File: src/rtl/mem_port_arbiter.sv
// Round-robin arbiter sharing one memory port between requesters A/B/C, with a registered datapath.
// Latency: grant one cycle after request; memory holds the port via mem_ready; stalled transfers abort after MAX_WAIT cycles.
module mem_port_arbiter #(
    parameter int DATA_W   = 32,
    parameter int ADDR_W   = 32,
    parameter int MAX_WAIT = 16
) (
    input  logic              i_clk,
    input  logic              i_reset_n,
    input  logic [2:0]        i_req,
    input  logic [ADDR_W-1:0] i_addr_a,
    input  logic [ADDR_W-1:0] i_addr_b,
    input  logic [ADDR_W-1:0] i_addr_c,
    input  logic [DATA_W-1:0] i_wdata_a,
    input  logic [DATA_W-1:0] i_wdata_b,
    input  logic [DATA_W-1:0] i_wdata_c,
    input  logic              i_we_a,
    input  logic              i_we_b,
    input  logic              i_we_c,
    output logic [2:0]        o_gnt,
    output logic [1:0]        o_sel,
    output logic              o_mem_valid,
    output logic [ADDR_W-1:0] o_mem_addr,
    output logic [DATA_W-1:0] o_mem_wdata,
    output logic              o_mem_we,
    input  logic              i_mem_ready,
    input  logic [DATA_W-1:0] i_mem_rdata,
    output logic [DATA_W-1:0] o_rdata,
    output logic [2:0]        o_done,
    output logic [2:0]        o_timeout
);

    localparam int CNT_W = (MAX_WAIT > 2) ? $clog2(MAX_WAIT) : 1;
    localparam logic [CNT_W-1:0] LIMIT = CNT_W'(MAX_WAIT - 1);

    typedef enum logic {S_IDLE, S_BUSY} state_t;

    state_t            r_state;
    state_t            w_state_nxt;
    logic [2:0]        r_gnt;
    logic [1:0]        r_sel;
    logic [1:0]        r_last;
    logic              r_mem_valid;
    logic [ADDR_W-1:0] r_mem_addr;
    logic [DATA_W-1:0] r_mem_wdata;
    logic              r_mem_we;
    logic [DATA_W-1:0] r_rdata;
    logic [2:0]        r_done;
    logic [2:0]        r_timeout;
    logic [CNT_W-1:0]  r_cnt;

    logic [2:0]        w_elig;
    logic [1:0]        w_c1;
    logic [1:0]        w_c2;
    logic [1:0]        w_win;
    logic              w_grant;
    logic              w_complete;
    logic              w_abort;
    logic [ADDR_W-1:0] w_addr;
    logic [DATA_W-1:0] w_wdata;
    logic              w_we;

    function automatic logic [1:0] inc3(input logic [1:0] i);
        inc3 = (i == 2'd2) ? 2'd0 : i + 2'd1;
    endfunction

    function automatic logic [2:0] onehot(input logic [1:0] i);
        onehot = 3'b001 << i;
    endfunction

    // The requester pulsed done/timeout this cycle is masked so the others get a turn first.
    always_comb begin
        w_state_nxt = r_state;
        w_grant     = 1'b0;
        w_complete  = 1'b0;
        w_abort     = 1'b0;
        w_elig      = i_req & ~r_done & ~r_timeout;
        w_c1        = inc3(r_last);
        w_c2        = inc3(w_c1);
        w_win       = r_last;
        if (w_elig[w_c1]) begin
            w_win = w_c1;
        end else if (w_elig[w_c2]) begin
            w_win = w_c2;
        end
        if (r_state == S_IDLE) begin
            if (|w_elig) begin
                w_state_nxt = S_BUSY;
                w_grant     = 1'b1;
            end
        end else begin
            if (i_mem_ready) begin
                w_state_nxt = S_IDLE;
                w_complete  = 1'b1;
            end else if ((MAX_WAIT != 0) && (r_cnt == LIMIT)) begin
                w_state_nxt = S_IDLE;
                w_abort     = 1'b1;
            end
        end
    end

    always_comb begin
        w_addr  = i_addr_a;
        w_wdata = i_wdata_a;
        w_we    = i_we_a;
        case (w_win)
            2'd1: begin
                w_addr  = i_addr_b;
                w_wdata = i_wdata_b;
                w_we    = i_we_b;
            end
            2'd2: begin
                w_addr  = i_addr_c;
                w_wdata = i_wdata_c;
                w_we    = i_we_c;
            end
            default: ;
        endcase
    end

    always_ff @(posedge i_clk) begin
        if (!i_reset_n) begin
            r_state <= S_IDLE;
        end else begin
            r_state <= w_state_nxt;
        end
    end

    always_ff @(posedge i_clk) begin
        if (!i_reset_n) begin
            r_gnt       <= '0;
            r_sel       <= '0;
            r_last      <= 2'd2;
            r_mem_valid <= 1'b0;
            r_mem_addr  <= '0;
            r_mem_wdata <= '0;
            r_mem_we    <= 1'b0;
            r_rdata     <= '0;
            r_done      <= '0;
            r_timeout   <= '0;
            r_cnt       <= '0;
        end else begin
            r_done    <= '0;
            r_timeout <= '0;
            if (w_grant) begin
                r_gnt       <= onehot(w_win);
                r_sel       <= w_win;
                r_mem_valid <= 1'b1;
                r_mem_addr  <= w_addr;
                r_mem_wdata <= w_wdata;
                r_mem_we    <= w_we;
                r_cnt       <= '0;
            end else if (w_complete) begin
                r_gnt       <= '0;
                r_mem_valid <= 1'b0;
                r_mem_we    <= 1'b0;
                r_done      <= onehot(r_sel);
                r_last      <= r_sel;
                if (!r_mem_we) begin
                    r_rdata <= i_mem_rdata;
                end
            end else if (w_abort) begin
                r_gnt       <= '0;
                r_mem_valid <= 1'b0;
                r_mem_we    <= 1'b0;
                r_timeout   <= onehot(r_sel);
                r_last      <= r_sel;
            end else if (r_state == S_BUSY) begin
                r_cnt <= r_cnt + CNT_W'(1);
            end
        end
    end

    assign o_gnt       = r_gnt;
    assign o_sel       = r_sel;
    assign o_mem_valid = r_mem_valid;
    assign o_mem_addr  = r_mem_addr;
    assign o_mem_wdata = r_mem_wdata;
    assign o_mem_we    = r_mem_we;
    assign o_rdata     = r_rdata;
    assign o_done      = r_done;
    assign o_timeout   = r_timeout;

endmodule

File: config.mk
export PLATFORM = sky130hd
export DESIGN_NAME = mem_port_arbiter
export DESIGN_NICKNAME = d
export VERILOG_FILES = /design/src/rtl/mem_port_arbiter.sv
export SDC_FILE = /design/constraint.sdc
export NUM_CORES = 1
export LEC_CHECK = 0
export ABC_AREA = 1
export ABC_CLOCK_PERIOD_IN_PS = 3200
export BUFFER_PORTS_ARGS = -buffer_cell sky130_fd_sc_hd__buf_2
export CORE_AREA = 10 10 123 125
export CTS_CLUSTER_DIAMETER = 40
export CTS_CLUSTER_SIZE = 16
export DETAILED_ROUTE_END_ITERATION = 10
export DIE_AREA = 0 0 133 135
export PLACE_DENSITY = 0.77
export SLEW_MARGIN = 0
export SYNTH_ARGS = -nofsm -noshare
export SYNTH_HDL_FRONTEND = slang
export SYNTH_SLANG_ARGS = --single-unit
File: constraint.sdc
create_clock -name i_clk -period 3.2 [get_ports i_clk]
set_input_delay 0.64 -clock i_clk [delete_from_list [all_inputs] [get_ports i_clk]]
set_output_delay 0.64 -clock i_clk [all_outputs]
set_load 0.02 [all_outputs]
# Word-level counts from Yosys, hierarchy flattened
# Cells that the tools add are included.
totals:
  reg_bits: 116
  in_bits: 233
  out_inout_bits: 109
classes:
  add_sub_neg: 3
  magnitude_cmp: 2
  eq_ne: 5
  n_shift: 2
  muxes: 30
  n_bitwise: 9
  n_reduce_logical: 9
ops:
  columns: ["operator", "count"]
  rows:
  - ["32-bit case mux with 2 select lines", 2]
  - ["1-bit two-way mux", 16]
  - ["2-bit two-way mux", 6]
  - ["3-bit two-way mux", 3]
  - ["3-bit bitwise AND", 2]
  - ["2-bit == test, second input constant", 3]
  - ["2-bit by 3-bit < comparator with 1-bit output, second input constant", 2]
  - ["3-bit inverter", 2]
  - ["3-bit AND reduction", 2]
  - ["3-bit OR reduction", 2]
  - ["1-bit by 2-bit << shifter with 3-bit output, first input constant", 2]
  - ["1-bit inverter", 5]
  - ["2-bit by 1-bit adder with 2-bit output, second input constant", 2]
  - ["4-bit by 1-bit adder with 4-bit output, second input constant", 1]
  - ["1-bit binary-select mux with 2-bit select", 2]
  - ["4-bit == test, second input constant", 1]
  - ["4-bit OR reduction", 1]
  - ["3-bit nonzero test", 1]
  - ["2-bit by 1-bit == test with 1-bit output, second input constant", 1]
  - ["1-bit case mux with 2 select lines", 1]
  - ["2-bit AND reduction", 1]
  - ["2-bit nonzero test", 1]
  - ["2-bit OR reduction", 1]

# Depth between registers and ports, before layout
# Gate-level depths: netlist of run 1.
depth:
  ltp_word: 11
  ltp_mapped: 16
  ltp_nobuf: 13

# Worst setup path after synthesis of run 1
# No wires, ideal clock.
synth_timing:
  path_type: "input -> register"
  start: "input port i_req[2]"
  end: "register r_mem_wdata[14] (netlist: o_mem_wdata[14])"
  setup_ns: 0.120
  arrival_ns: 2.205
  t_required_ns: 3.080
  setup_slack_ns: 0.876
  cell_stages: 12
  path_buffers: 3
  cell_sequence: "inv_1 > nor2_1 > nand3_1 > nand2_1 > a31oi_1 > inv_1 > ha_1 > buf_2 > buf_4 > buf_4 > o21ai_0 > o21ai_2"
synth_via:
  elab_chain_len: 8
  elab_cells_between_ends: 14
synth_lines:
  columns: ["item", "line_no", "source"]
  rows:
  - ["start: declaration", "10", "input logic [2:0] i_req,"]
  - ["3-bit bitwise AND (*) (2 in a row)", "77", "w_elig = i_req & ~r_done & ~r_timeout;"]
  - ["1-bit binary-select mux with 2-bit select", "83", "end else if (w_elig[w_c2]) begin"]
  - ["1-bit two-way mux (implied by the code)", "83", null]
  - ["2-bit two-way mux", "83", null]
  - ["2-bit two-way mux (*)", "81", "if (w_elig[w_c1]) begin"]
  - ["net w_win[0]", "55", "logic [1:0] w_win;"]
  - ["2-bit == test or 2-bit by 1-bit == test with 1-bit output (tied branches)", "106", "case (w_win)"]
  - ["32-bit case mux with 2 select lines (*)", "106", null]
  - ["end signal: assignment", "150", "r_mem_wdata <= w_wdata;"]
  - ["end: declaration", "45", "logic [DATA_W-1:0] r_mem_wdata;"]
# Mark *: on every way through the listed nets, which the timed path passes. The rest lies on a longest branch. The select of a mux whose other input is x is not followed.
# A chain may end at the register's enable or synchronous reset.

# Final worst setup path of run 1
layout_timing:
  start: "register r_last[1]"
  end: "register r_mem_addr[7] (netlist: o_mem_addr[7])"
layout_via:
  elab_chain_len: 10
  elab_cells_between_ends: 15
layout_lines:
  columns: ["item", "line_no", "source"]
  rows:
  - ["start: declaration", "42", "logic [1:0] r_last;"]
  - ["start signal: assignment", "158", "r_last <= r_sel;"]
  - ["start signal: assignment", "167", "r_last <= r_sel;"]
  - ["2-bit by 1-bit adder with 2-bit output or 2-bit == test (tied branches)", "64", "inc3 = (i == 2'd2) ? 2'd0 : i + 2'd1;"]
  - ["2-bit two-way mux (*)", "64", null]
  - ["2-bit by 1-bit adder with 2-bit output or 2-bit == test (tied branches)", "64", null]
  - ["2-bit two-way mux", "64", null]
  - ["1-bit binary-select mux with 2-bit select", "83", null]
  - ["1-bit two-way mux (implied by the code)", "83", null]
  - ["2-bit two-way mux", "83", null]
  - ["2-bit two-way mux (*)", "81", null]
  - ["net w_win[0]", "55", null]
  - ["2-bit == test or 2-bit by 1-bit == test with 1-bit output (tied branches)", "106", null]
  - ["32-bit case mux with 2 select lines (*)", "106", null]
  - ["end signal: assignment", "149", "r_mem_addr <= w_addr;"]
  - ["end: declaration", "44", "logic [ADDR_W-1:0] r_mem_addr;"]
# Marks and branches as above.

==> key figures, run 1 <==
Clock network
  – Post-CTS setup buffers: 0
  – Post-CTS Resized: 0
  – CTS root buf: clkbuf_16
  – Worst-path clk slew: 0.05 ns
  – Clock Latency Late Sink: 0.41 ns
  – Clock Path Buffers: 2
  – CTS sink cnt: 116
  – Clock buffer count from CTS: 17
  – TritonCTS clock tree: yes
  – Hold buffers post-CTS: 0
  – Htree depth: 4

Die
  – Die ar.: 18,000 µm²
  – Total core area: 12,600 µm²
  – Cell Rows: 41
  – Chip width: 133 µm
  – Starting Density: 44.1%
  – Die height: 135 µm
  – # IOs: 342

Pwr
  – Peak supply drop: 0.400 mV
  – Pwr per Cell Area: 633 nW/µm²
  – Leak: 3.91 nW

Logic synthesis
  – Synth Area in Simple Gates: 26.4%
  – Sequential area share after synthesis: 41.9%
  – Adder-Cell Fraction of Synth Area: 0.903%
  – Average size of a mapped cell: 7.65 µm²
  – Ys Warns: 0
  – Syn_nets: 961
  – Asr flop ratio synth: 0%
  – EDFF count, synth: 0
  – Largest family of logic cells by synthesized area: simple AND/OR/NAND/NOR gates
  – Multiplexer share of the synthesized area: 2.53%
  – Synthesized cell area: 5540 µm²
  – Synth Flop Type: dfxtp_1
  – Synth cell types: 32
  – Compound-gate portion of the synthesized area: 20.6%
  – Xor and xnor area share after synthesis: 0.316%
  – Synth Instances: 724
  – Yosys reg bits: 116

Detailed routing
  – Vias: 6,099
  – 1st-iter DRT viols: 337
  – TritonRoute pass-1 iters: 5
  – Via-to-Cell Ratio: 4.97
  – # DRC: 0
  – DRT antenna net count: 0
  – WL per Instance: 16.9 µm
  – Detailed Route WL: 20,700 µm

Placement
  – Placer Congestion: 0.867
  – HPWL Detailed: 16,000 µm
  – Place WS: 0.469 ns
  – PortBufs: 341

Job
  – Maxcap violations: 0

Status
  – Outcome: complete, no violations

Critical path
  – Worst Path Max Fanout: 42
  – CP startpoint kind: flip-flop
  – Largest stage delay, worst path: 0.54 ns
  – Req. time, crit path: 3.46 ns
  – Critical path cell sequence: nor2_1 > nand4_1 > a31oi_1 > inv_1 > ha_4 > buf_12 > nand3_1 > o21ai_0 > o21ai_2
  – WS Path Type: flip-flop to flip-flop
  – Crit path DAT: 2.67 ns
  – Setup crit end kind: flip-flop
  – Critical Path Slowest Stage Cell: ha_4

STA
  – Slew @ Worst Pin: 1.00 ns
  – Post-route worst setup slack: 0.787 ns
  – Fin. max-slew vios: 0
  – Number of hold violations in the final report: 0
  – Slew headroom: 33.2%
  – Max Clock Freq: 415 MHz
  – RSZ-0062 raised after global routing: no
  – Tcrit/Tclk final: 75.4%
  – Final setup violation count: 0
  – Clock period minus final worst setup slack: 2.41 ns
  – Max Clock Skew: 0.00694 ns
  – Setup TNS: 0 ns

Global route
  – Global-route wire length before repair: 32,100 µm
  – Number of global-route vias before repair: 6,096
  – GRT Total Usage: 22.2%
  – GRT Residual Overflow: 0
  – Initial antenna violation count: 0
  – Largest net degree at the start of global routing: 65

Finish
  – Fin util: 62.7%
  – Filler cells: 1,185
  – # diodes: 0
  – Area of the multi-input gates: 2830 µm²
  – Final Net Count: 1,280
  – Layout cell share with drive strength beyond 1: 43.2%
  – Reg area: 2320 µm²
  – Area grow syn2layout: 42.2%

Hold path
  – Tightest Hold Check Type: flip-flop to flip-flop
-- cell usage in the layout (no fill, tap or decap), drive strengths merged --
cell,synthesis,routed
a31oi,2,2
o21ai,149,149
inv,23,23
ha,4,4
dfxtp,116,116
nand4,2,2
or2,1,1
nand3b,2,2
a21oi,7,7
nand2,189,189
bufinv,0,3
xnor2,1,1
buf,30,350
nand3,65,65
xor2,1,1
clkinvlp,0,1
o2bb2ai,1,1
mux2i,14,14
clkbuf,20,21
nor3,6,6
nor2,77,77
clkinv,0,7
a22o,14,14
-- cell type report --
type | count | area share, %
Tap cell | 172 | 2.73
Timing Repair Buffer | 350 | 23.2
Clock inverter | 11 | 1.68
Clock buffer | 21 | 5.85
Inverter | 23 | 1.19
Sequential cell | 116 | 29.5
Multi-Input combinational cell | 535 | 35.9
-- through the flow --
stage | total power [W] | cell area (µm²) | cells | hold WS [ns]
after floorplan | 0.00264 | 5540 | 724 | 0.463
after global placement | 0.00311 | 7280 | 1196 | 0.436
after detailed placement | 0.00313 | 7280 | 1196 | 0.439
after CTS | 0.00503 | 7880 | 1228 | 0.442
after global routing | 0.00525 | 7880 | 1228 | 0.447
final | 0.00499 | 7880 | 1228 | 0.450
-- registers in the layout (all words and copies together), names as in the netlist --
name / cells
r_state: 1
o_mem_we: 1
o_mem_valid: 1
r_last: 2
o_gnt: 3
o_done: 3
r_cnt: 4
o_rdata: 32
o_mem_addr: 32
o_timeout: 3
o_mem_wdata: 32
o_sel: 2
-- cell usage after synthesis, types with 4 or more instances --
cell | n | area (µm²)
nand3_1 | 62 | 310
mux2i_1 | 14 | 140
o21ai_2 | 56 | 490
ha_1 | 4 | 50.1
o21ai_1 | 4 | 20.0
nor2_1 | 73 | 274
buf_6 | 13 | 146
a21oi_1 | 5 | 25.0
inv_1 | 18 | 67.6
dfxtp_1 | 116 | 2320
nor3_1 | 6 | 30.0
nand2_1 | 188 | 706
a22o_1 | 14 | 123
buf_2 | 14 | 70.1
o21ai_0 | 89 | 445
clkbuf_1 | 20 | 75.1
-- cell families (layout without fill, tap and decap cells) --
logic type,after synthesis,count (layout)
xor gates and xnor gates,2,2
muxes,14,14
and+or+nand+nor,342,342
AOI/OAI and AO/OA,173,173
adders and majority gates,4,4
DFF,116,116
buffers and inverters,73,405
-- critical path: cells and delay by family, from the launching register on --
| family | cells | cell delay [ns] |
|---|---|---|
| flops | 1 | 0.35 |
| buf+inv | 2 | 0.40 |
| fa+ha+maj | 1 | 0.54 |
| simple gates | 3 | 0.39 |
| compound gates | 3 | 0.57 |
-- final timing paths --
path                                              startpoint                           end  slack, ns  cells after the start
worst min register to register  o_mem_wdata[30]$_SDFFE_PN0P_  o_mem_wdata[30]$_SDFFE_PN0P_       0.45                      2
worst min-delay path            o_mem_wdata[30]$_SDFFE_PN0P_  o_mem_wdata[30]$_SDFFE_PN0P_       0.45                      2
worst max-delay path                  r_last[1]$_SDFFE_PN1P_    o_mem_addr[7]$_SDFFE_PN0P_       0.79                      9
worst max register to register        r_last[1]$_SDFFE_PN1P_    o_mem_addr[7]$_SDFFE_PN0P_       0.79                      9
-- power by group --
group / total (W) / internal [W] / switching, W
registers: 0.00171 / 0.00162 / 0.0000892
logic: 0.00139 / 0.000525 / 0.000864
clock network: 0.00189 / 0.00125 / 0.000637
total: 0.00499 / 0.00340 / 0.00159
-- layer usage --
layer  up-vias  GRT usage (%)  share of wire (%)
met5         -              0                  0
met4         0           8.62                2.9
met3        42           9.31                8.7
met2       258           38.7                 51
met1      2749           23.3                 37
li1       3050              -                  -
No activity file was read; power rests on OpenSTA's default activity.
==> run 2, diff against run 1 <==
==> config.mk (replaced) <==
export PLATFORM = sky130hd
export DESIGN_NAME = mem_port_arbiter
export DESIGN_NICKNAME = d
export VERILOG_FILES = /design/src/rtl/mem_port_arbiter.sv
export SDC_FILE = /design/constraint.sdc
export NUM_CORES = 1
export LEC_CHECK = 0
export ABC_AREA = 0
export ABC_CLOCK_PERIOD_IN_PS = 2350
export BUFFER_PORTS_ARGS = -buffer_cell sky130_fd_sc_hd__buf_2
export CORE_AREA = 10 10 125 127
export CTS_CLUSTER_DIAMETER = 40
export CTS_CLUSTER_SIZE = 16
export DETAILED_ROUTE_END_ITERATION = 10
export DIE_AREA = 0 0 135 137
export PLACE_DENSITY = 0.72
export SLEW_MARGIN = 0
export SYNTH_ARGS = -nofsm -noshare
export SYNTH_HDL_FRONTEND = slang
export SYNTH_SLANG_ARGS = --single-unit
==> constraint.sdc (replaced) <==
create_clock -name i_clk -period 2.35 [get_ports i_clk]
set_input_delay 0.47 -clock i_clk [delete_from_list [all_inputs] [get_ports i_clk]]
set_output_delay 0.47 -clock i_clk [all_outputs]
set_load 0.02 [all_outputs]
==> run 2 against run 1 <==
Effect of this change: non-clock buffer count grew 18; clock-buffer cell count up 1; highest routed layer unchanged; maximum frequency rose by 4.4%; critical path type unchanged; combinational power increased by 30%; die area is 3.0% higher.
==> key figures, run 2 <==
Detailed routing
  – 1st-iter DRT viols: 355 (was 337)
  – TritonRoute pass-1 iters: 5 (unchanged)
  – Detailed Route WL: 21,500 µm (was 20,700 µm)
  – # DRC: 0 (unchanged)
  – DRT antenna net count: 0 (unchanged)
  – Vias: 5,874 (was 6,099)
  – WL per Instance: 19.1 µm (was 16.9 µm)
  – Via-to-Cell Ratio: 5.24 (was 4.97)

Die
  – Total core area: 13,100 µm² (was 12,600 µm²)
  – Die ar.: 18,500 µm² (was 18,000 µm²)
  – # IOs: 342 (unchanged)
  – Starting Density: 39.3% (was 44.1%)
  – Cell Rows: 42 (was 41)
  – Die height: 137 µm (was 135 µm)
  – Chip width: 135 µm (was 133 µm)

Pwr
  – Internal power: 0.00491 W (was 0.00340 W)
  – Combinational Power Share: 26.1% (was 27.8%)
  – Pwr per Cell Area: 879 nW/µm² (was 633 nW/µm²)
  – Leak: 3.78 nW (was 3.91 nW)
  – Sequential share of power: 33.2% (was 34.3%)
  – P_sw: 0.00202 W (was 0.00159 W)
  – Peak supply drop: 0.520 mV (was 0.400 mV)
  – Switch share: 29.2% (was 31.9%)
  – Clock power share: 40.7% (was 37.9%)

Critical path
  – Setup crit end kind: flip-flop (unchanged)
  – Reg2reg setup slack: 0.04 ns (was 0.79 ns)
  – Req. time, crit path: 2.65 ns (was 3.46 ns)
  – Worst setup path endpoint: o_mem_addr[12]$_SDFFE_PN0P_ (was o_mem_addr[7]$_SDFFE_PN0P_)
  – Critical path origin: r_last[1]$_SDFFE_PN1P_ (unchanged)
  – Reg2reg path depth: 8 (was 9)
  – R2R Path End: o_mem_addr[12]$_SDFFE_PN0P_ (was o_mem_addr[7]$_SDFFE_PN0P_)
  – R2r startpoint: r_last[1]$_SDFFE_PN1P_ (unchanged)
  – Worst Path Max Fanout: 23 (was 42)
  – WS Path Type: flip-flop to flip-flop (unchanged)
  – Crit path DAT: 2.61 ns (was 2.67 ns)
  – CP startpoint kind: flip-flop (unchanged)

Global route
  – Global-route wire length before repair: 30,100 µm (was 32,100 µm)
  – Largest net degree at the start of global routing: 70 (was 65)
  – Initial antenna violation count: 0 (unchanged)
  – GRT Residual Overflow: 0 (unchanged)
  – GRT Total Usage: 20.5% (was 22.2%)
  – Number of global-route vias before repair: 5,456 (was 6,096)

Finish
  – Post-Layout Inst Area: 7900 µm² (was 7880 µm²)
  – Commonest non-fill, non-tap cells in the layout: 341 x buf_2, 116 x dfxtp_1, 102 x a21oi_1 (was 341 x buf_2, 188 x nand2_1, 116 x dfxtp_1)
  – # diodes: 0 (unchanged)
  – Layout Cells excl Fill: 1,121 (was 1,228)
  – Area grow syn2layout: 53.5% (was 42.2%)
  – Filler cells: 1,200 (was 1,185)
  – Layout cell share with drive strength beyond 1: 43.3% (was 43.2%)
  – Reg area: 2320 µm² (unchanged)
  – Final Net Count: 1,170 (was 1,280)
  – Commonest non-fill, non-tap cell in the layout: buf_2 (unchanged)
  – Area of the multi-input gates: 2580 µm² (was 2830 µm²)

Logic synthesis
  – Yosys reg bits: 116 (unchanged)
  – EDFF count, synth: 0 (unchanged)
  – Ys Warns: 0 (unchanged)
  – Average size of a mapped cell: 8.52 µm² (was 7.65 µm²)
  – Top cells by count, synth: 116 x dfxtp_1, 102 x a21oi_1, 68 x nand2_1, 68 x nor2_1, 65 x a22oi_1 (was 188 x nand2_1, 116 x dfxtp_1, 89 x o21ai_0)
  – Asr flop ratio synth: 0% (unchanged)
  – Synth top area share: 45.1% (was 41.9%)
  – Synth Instances: 604 (was 724)
  – Synth Flop Type: dfxtp_1 (unchanged)
  – Most common cell in the netlist: dfxtp_1 (was nand2_1)
  – Synth area leader: dfxtp_1 (unchanged)
  – Synthesized cell area: 5140 µm² (was 5540 µm²)
  – Cells taking the most area after synthesis: dfxtp_1 45%, a22o_1 11%, a21oi_1 9.9%, a22oi_1 9.5%, nand2_1 5.0% (was dfxtp_1 42%, nand2_1 13%, o21ai_2 8.9%, o21ai_0 8.0%, nand3_1 5.6%)
  – Synth cell types: 42 (was 32)
  – Sequential area share after synthesis: 45.1% (was 41.9%)
  – Syn_nets: 841 (was 961)

Clock network
  – Clock buffer count from CTS: 17 (unchanged)
  – CTS root buf: clkbuf_16 (unchanged)
  – Hold buffers post-CTS: 0 (unchanged)
  – CTS sink cnt: 116 (unchanged)
  – Clock Latency Late Sink: 0.42 ns (was 0.41 ns)
  – Clock Path Buffers: 2 (unchanged)
  – Htree depth: 4 (unchanged)
  – TritonCTS clock tree: yes (unchanged)
  – Worst-path clk slew: 0.05 ns (about the same)

STA
  – Number of hold violations in the final report: 0 (unchanged)
  – Fin. max-slew vios: 0 (unchanged)
  – Clock period minus final worst setup slack: 2.31 ns (was 2.41 ns)
  – Max Clock Freq: 433 MHz (was 415 MHz)
  – Worst hold margin: 0.292 ns (was 0.450 ns)
  – RSZ-0062 raised after global routing: yes (was no)
  – Post-route worst setup slack: 0.0398 ns (was 0.787 ns)
  – Final setup violation count: 0 (unchanged)
  – Slew headroom: 45.9% (was 33.2%)
  – Tcrit/Tclk final: 98.3% (was 75.4%)
  – Setup TNS: 0 ns (unchanged)
  – Slew @ Worst Pin: 0.811 ns (was 1.00 ns)
  – Max Clock Skew: 0.00909 ns (was 0.00694 ns)

Job
  – Maxcap violations: 0 (unchanged)

Status
  – Outcome: complete, no violations (unchanged)

Placement
  – Placed Cells: 1,082 (was 1,196)
  – Placement Cell Area: 7040 µm² (was 7280 µm²)
  – Placer Congestion: 0.910 (was 0.867)
  – PortBufs: 341 (unchanged)
  – HPWL Detailed: 15,500 µm (was 16,000 µm)
  – Place WS: -0.132 ns (was 0.469 ns)

Hold path
  – Tightest Hold Check Type: input port to flip-flop (was flip-flop to flip-flop)
[run 2: worst min-delay path by stage]
stage | start | to | slack (ns) | depth (start not counted)
finish | i_mem_rdata[18] | o_rdata[18]$_SDFFE_PN0P_ | 0.29 | 3
global route | i_mem_rdata[10] | o_rdata[10]$_SDFFE_PN0P_ | 0.28 | 3
CTS | i_mem_rdata[10] | o_rdata[10]$_SDFFE_PN0P_ | 0.27 | 3
detailed placement | o_rdata[7]$_SDFFE_PN0P_ | o_rdata[7]$_SDFFE_PN0P_ | 0.44 | 2
global placement | o_rdata[30]$_SDFFE_PN0P_ | o_rdata[30]$_SDFFE_PN0P_ | 0.44 | 2
floorplan | r_cnt[1]$_SDFFE_PP0P_ | r_cnt[1]$_SDFFE_PP0P_ | 0.47 | 2
[run 2: per-stage QoR]
stage               total power (W)  utilization [%]
detailed placement          0.00401             53.8
global route                0.00727             60.3
global placement            0.00400             53.8
finish                      0.00694             60.3
floorplan                   0.00336                -
CTS                         0.00686             58.8
[run 2: cells by family (layout without fill, tap and decap cells)]
logic type                 Yosys count  count (layout)  share of synthesized area, %
buffers and inverters               64             405                          5.76
adders and majority gates            4               4                         0.973
and+or+nand+nor                    167             167                          14.3
AOI/OAI and AO/OA                  253             253                          33.8
DFF                                116             116                          45.1
[run 2: power groups by stage]
stage	clock network (W)	registers, W	logic (W)
after CTS	0.00288	0.00230	0.00168
final	0.00283	0.00231	0.00181
after detailed placement	0	0.00234	0.00167
after global routing	0.00299	0.00233	0.00196
after global placement	0	0.00234	0.00166
after floorplan	0	0.00259	0.000763
[run 2: layout make-up]
type	count	area share (%)
well taps	176	2.79
clock buffers	22	6.01
inverters	6	0.285
flip-flops and latches	116	29.4
repair buffers	368	26.6
multi-input cells	424	32.7
clock inverters	9	2.22
[run 2: what timing repair did]
action / in CTS / in global routing
resized for setup: 0 / 11
setup endpoints to repair: 0 / 36
setup buffers: 0 / 2
[run 2: critical path: stages (launching register included)]
cell       delay, ns
dfxtp_1         0.32
or4b_2          0.69
o32a_4          0.29
ha_4            0.24
buf_12          0.14
clkbuf_16       0.18
nor2_1          0.11
a21oi_1         0.05
a22o_1          0.18
[run 2: per-layer routing]
| metal | wire length, µm | GRT usage (%) | share of wire [%] |
|---|---|---|---|
| met1 | 8150 | 22.5 | 38 |
| met2 | 10800 | 35.1 | 50 |
| met3 | 2300 | 9.38 | 11 |
| met4 | 189 | 5.50 | 0.88 |
| met5 | 0 | 0 | 0 |
==> run 3, diff against run 2 <==
--- a/config.mk
+++ b/config.mk
@@ -7,13 +7,16 @@
 export LEC_CHECK = 0
 export ABC_AREA = 0
 export ABC_CLOCK_PERIOD_IN_PS = 2350
-export BUFFER_PORTS_ARGS = -buffer_cell sky130_fd_sc_hd__buf_2
-export CORE_AREA = 10 10 125 127
+export BUFFER_PORTS_ARGS = -buffer_cell sky130_fd_sc_hd__buf_4
+export CELL_PAD_IN_SITES_DETAIL_PLACEMENT = 0
+export CELL_PAD_IN_SITES_GLOBAL_PLACEMENT = 2
+export CORE_MARGIN = 10
+export CORE_UTILIZATION = 22
 export CTS_CLUSTER_DIAMETER = 40
 export CTS_CLUSTER_SIZE = 16
 export DETAILED_ROUTE_END_ITERATION = 10
-export DIE_AREA = 0 0 135 137
-export PLACE_DENSITY = 0.72
+export HOLD_SLACK_MARGIN = 0.05
+export PLACE_DENSITY = 0.77
 export SLEW_MARGIN = 0
 export SYNTH_ARGS = -nofsm -noshare
 export SYNTH_HDL_FRONTEND = slang
==> run 3 against run 2 <==
Effect of this change: sequential power about the same; power rose by 1.2%; core utilization fell by 20 points; global-route usage decreased by 4.5 points; largest cell class is now buffers.
==> key figures, run 3 (synthesis results as in run 2) <==
Job
  – Maxcap violations: 0 (unchanged)

Critical path
  – CP most frequent cell: buf_4
  – WS Path Type: flip-flop to flip-flop (unchanged)
  – Crit path buf inv count: 3 (was 2)
  – Crit path max-delay family: compound AO/OA/AOI/OAI gates (was simple AND/OR/NAND/NOR gates)
  – Critical path origin: r_last[1]$_SDFFE_PN1P_ (unchanged)
  – Setup crit end kind: flip-flop (unchanged)
  – Critical path cell sequence: buf_4 > nor4b_1 > o21ai_1 > and2_1 > ha_4 > buf_12 > buf_4 > a22oi_2 > a21oi_1 > a22o_1 (was or4b_2 > o32a_4 > ha_4 > buf_12 > clkbuf_16 > nor2_1 > a21oi_1 > a22o_1)
  – Reg2reg path depth: 10 (was 8)
  – Crit path DAT: 2.50 ns (was 2.61 ns)
  – CP startpoint kind: flip-flop (unchanged)
  – Reg2reg setup slack: 0.16 ns (was 0.04 ns)
  – Largest stage delay, worst path: 0.33 ns (was 0.69 ns)
  – Req. time, crit path: 2.66 ns (was 2.65 ns)
  – R2R Path End: o_mem_addr[2]$_SDFFE_PN0P_ (was o_mem_addr[12]$_SDFFE_PN0P_)
  – R2r startpoint: r_last[1]$_SDFFE_PN1P_ (unchanged)
  – Worst Path Max Fanout: 9 (was 23)
  – Critical Path Slowest Stage Cell: nor4b_1 (was or4b_2)

Clock network
  – Hold buffers post-CTS: 0 (unchanged)
  – Htree depth: 4 (unchanged)
  – CTS sink cnt: 116 (unchanged)
  – Clock Path Buffers: 2 (unchanged)
  – TritonCTS clock tree: yes (unchanged)
  – Clock buffer count from CTS: 17 (unchanged)
  – CTS root buf: clkbuf_16 (unchanged)
  – Clock Latency Late Sink: 0.42 ns (about the same)
  – Worst-path clk slew: 0.06 ns (was 0.05 ns)

STA
  – Max Clock Skew: 0.0146 ns (was 0.00909 ns)
  – Max Clock Freq: 457 MHz (was 433 MHz)
  – Slew @ Worst Pin: 0.399 ns (was 0.811 ns)
  – RSZ-0062 raised after global routing: no (was yes)
  – Final setup violation count: 0 (unchanged)
  – Worst hold margin: 0.293 ns (was 0.292 ns)
  – Number of hold violations in the final report: 0 (unchanged)
  – Fin. max-slew vios: 0 (unchanged)
  – Slew headroom: 73.4% (was 45.9%)
  – Post-route worst setup slack: 0.163 ns (was 0.0398 ns)
  – Clock period minus final worst setup slack: 2.19 ns (was 2.31 ns)
  – Tcrit/Tclk final: 93.0% (was 98.3%)

Status
  – Outcome: complete, no violations (unchanged)

Finish
  – Commonest non-fill, non-tap cells in the layout: 372 x buf_4, 116 x dfxtp_1, 101 x a21oi_1 (was 341 x buf_2, 116 x dfxtp_1, 102 x a21oi_1)
  – Layout Cells excl Fill: 1,284 (was 1,121)
  – Filler cells: 2,415 (was 1,200)
  – Reg area: 2320 µm² (unchanged)
  – Area grow syn2layout: 77.1% (was 53.5%)
  – Area of the multi-input gates: 2650 µm² (was 2580 µm²)
  – Post-Layout Inst Area: 9110 µm² (was 7900 µm²)
  – Layout cell share with drive strength beyond 1: 46.3% (was 43.3%)
  – Commonest non-fill, non-tap cell in the layout: buf_4 (was buf_2)
  – Fin util: 39.9% (was 60.3%)
  – Final Net Count: 1,193 (was 1,170)

Pwr
  – P_sw: 0.00222 W (was 0.00202 W)
  – Clock power share: 37.1% (was 40.7%)
  – Pwr per Cell Area: 771 nW/µm² (was 879 nW/µm²)
  – Switch share: 31.7% (was 29.2%)
  – Leak: 4.10 nW (was 3.78 nW)
  – Combinational Power Share: 29.9% (was 26.1%)
  – Peak supply drop: 0.422 mV (was 0.520 mV)
  – Sequential share of power: 33.0% (was 33.2%)
  – Internal power: 0.00480 W (was 0.00491 W)

Detailed routing
  – WL per Instance: 19.8 µm (was 19.1 µm)
  – Vias: 5,984 (was 5,874)
  – DRT antenna net count: 0 (unchanged)
  – 1st-iter DRT viols: 384 (was 355)
  – Detailed Route WL: 25,400 µm (was 21,500 µm)
  – TritonRoute pass-1 iters: 4 (was 5)
  – # DRC: 0 (unchanged)
  – Via-to-Cell Ratio: 4.66 (was 5.24)

Hold path
  – Worst Hold Depth: 3 (unchanged)
  – Worst min-delay path startpoint: i_mem_rdata[10] (was i_mem_rdata[18])
  – Worst Hold Endpoint: o_rdata[10]$_SDFFE_PN0P_ (was o_rdata[18]$_SDFFE_PN0P_)
  – Tightest Hold Check Type: input port to flip-flop (unchanged)

Placement
  – HPWL Detailed: 19,300 µm (was 15,500 µm)
  – Place WS: -0.243 ns (was -0.132 ns)
  – Placed Cells: 1,246 (was 1,082)
  – Placement Cell Area: 8330 µm² (was 7040 µm²)
  – Placer Congestion: 0.776 (was 0.910)
  – PortBufs: 341 (unchanged)

Global route
  – GRT Total Usage: 16.0% (was 20.5%)
  – Number of global-route vias before repair: 5,922 (was 5,456)
  – Global-route wire length before repair: 37,600 µm (was 30,100 µm)
  – GRT Residual Overflow: 0 (unchanged)
  – Largest net degree at the start of global routing: 70 (unchanged)
  – Initial antenna violation count: 1 (was 0)

Die
  – Die height: 173 µm (was 137 µm)
  – # IOs: 342 (unchanged)
  – Die ar.: 29,900 µm² (was 18,500 µm²)
  – Chip width: 173 µm (was 135 µm)
  – Total core area: 22,800 µm² (was 13,100 µm²)
  – Starting Density: 22.5% (was 39.3%)
  – Cell Rows: 55 (was 42)
==> run 3: per-stage QoR <==
| step | total power, W | setup TNS (ns) |
|---|---|---|
| 3_5_place_dp | 0.00442 | -10.95 |
| 5_1_grt | 0.00740 | 0 |
| 6_report | 0.00702 | 0 |
| 3_3_place_gp | 0.00442 | -8.99 |
| 4_1_cts | 0.00708 | -0.0319 |
| 2_1_floorplan | 0.00336 | 0 |
==> run 3: worst max path at each step <==
| stage | end | slack (ns) | cells after the start |
|---|---|---|---|
| 4_1_cts | o_mem_addr[2]$_SDFFE_PN0P_ | -0.02 | 8 |
| 3_5_place_dp | o_mem_wdata[0]$_SDFFE_PN0P_ | -0.24 | 8 |
| 2_1_floorplan | o_mem_we$_SDFFE_PN0P_ | 0.002 | 7 |
| 3_3_place_gp | o_mem_we$_SDFFE_PN0P_ | -0.21 | 8 |
| 6_report | o_mem_addr[2]$_SDFFE_PN0P_ | 0.16 | 10 |
| 5_1_grt | o_mem_wdata[3]$_SDFFE_PN0P_ | 0.003 | 10 |
==> run 3: worst register-to-register path, delay by kind of cell, from the launching register on <==
family / cells / cell delay (ns)
adders and majority gates: 1 / 0.21
DFF: 1 / 0.31
AOI/OAI and AO/OA: 4 / 0.59
buffers and inverters: 3 / 0.44
and+or+nand+nor: 2 / 0.53
==> run 3: timing repair <==
item                                    CTS  global route
pin swaps                                 1             7
endpoints found under the setup margin   14            65
resized for setup                         5            23
cloned                                    0             2
endpoints found under the hold margin     0             0
buffers inserted                          1             1
==> run 3: layer usage <==
layer | global-route usage, % | wire length, µm | up-vias
met4 | 3.05 | 196 | 0
li1 | - | - | 2939
met2 | 26.8 | 12500 | 233
met5 | 0 | 0 | -
met3 | 7.12 | 2320 | 15
met1 | 18.6 | 10400 | 2797
==> run 3: final cells by class <==
cell class,instances,area share (%)
Clock inverter,15,1.73
Multi-Input combinational cell,424,29.0
Timing Repair Buffer,391,34.5
Clock buffer,17,4.67
Sequential cell,116,25.5
Inverter,6,0.247
Tap cell,313,4.30
Antenna cell,2,0.0549
==> run 3: power groups by stage <==
stage | Combinational, W | Clock [W] | Sequential [W]
after floorplan | 0.000763 | 0 | 0.00259
after global placement | 0.00206 | 0 | 0.00235
after detailed placement | 0.00206 | 0 | 0.00236
after CTS | 0.00208 | 0.00269 | 0.00232
after global routing | 0.00228 | 0.00278 | 0.00234
final | 0.00210 | 0.00261 | 0.00231
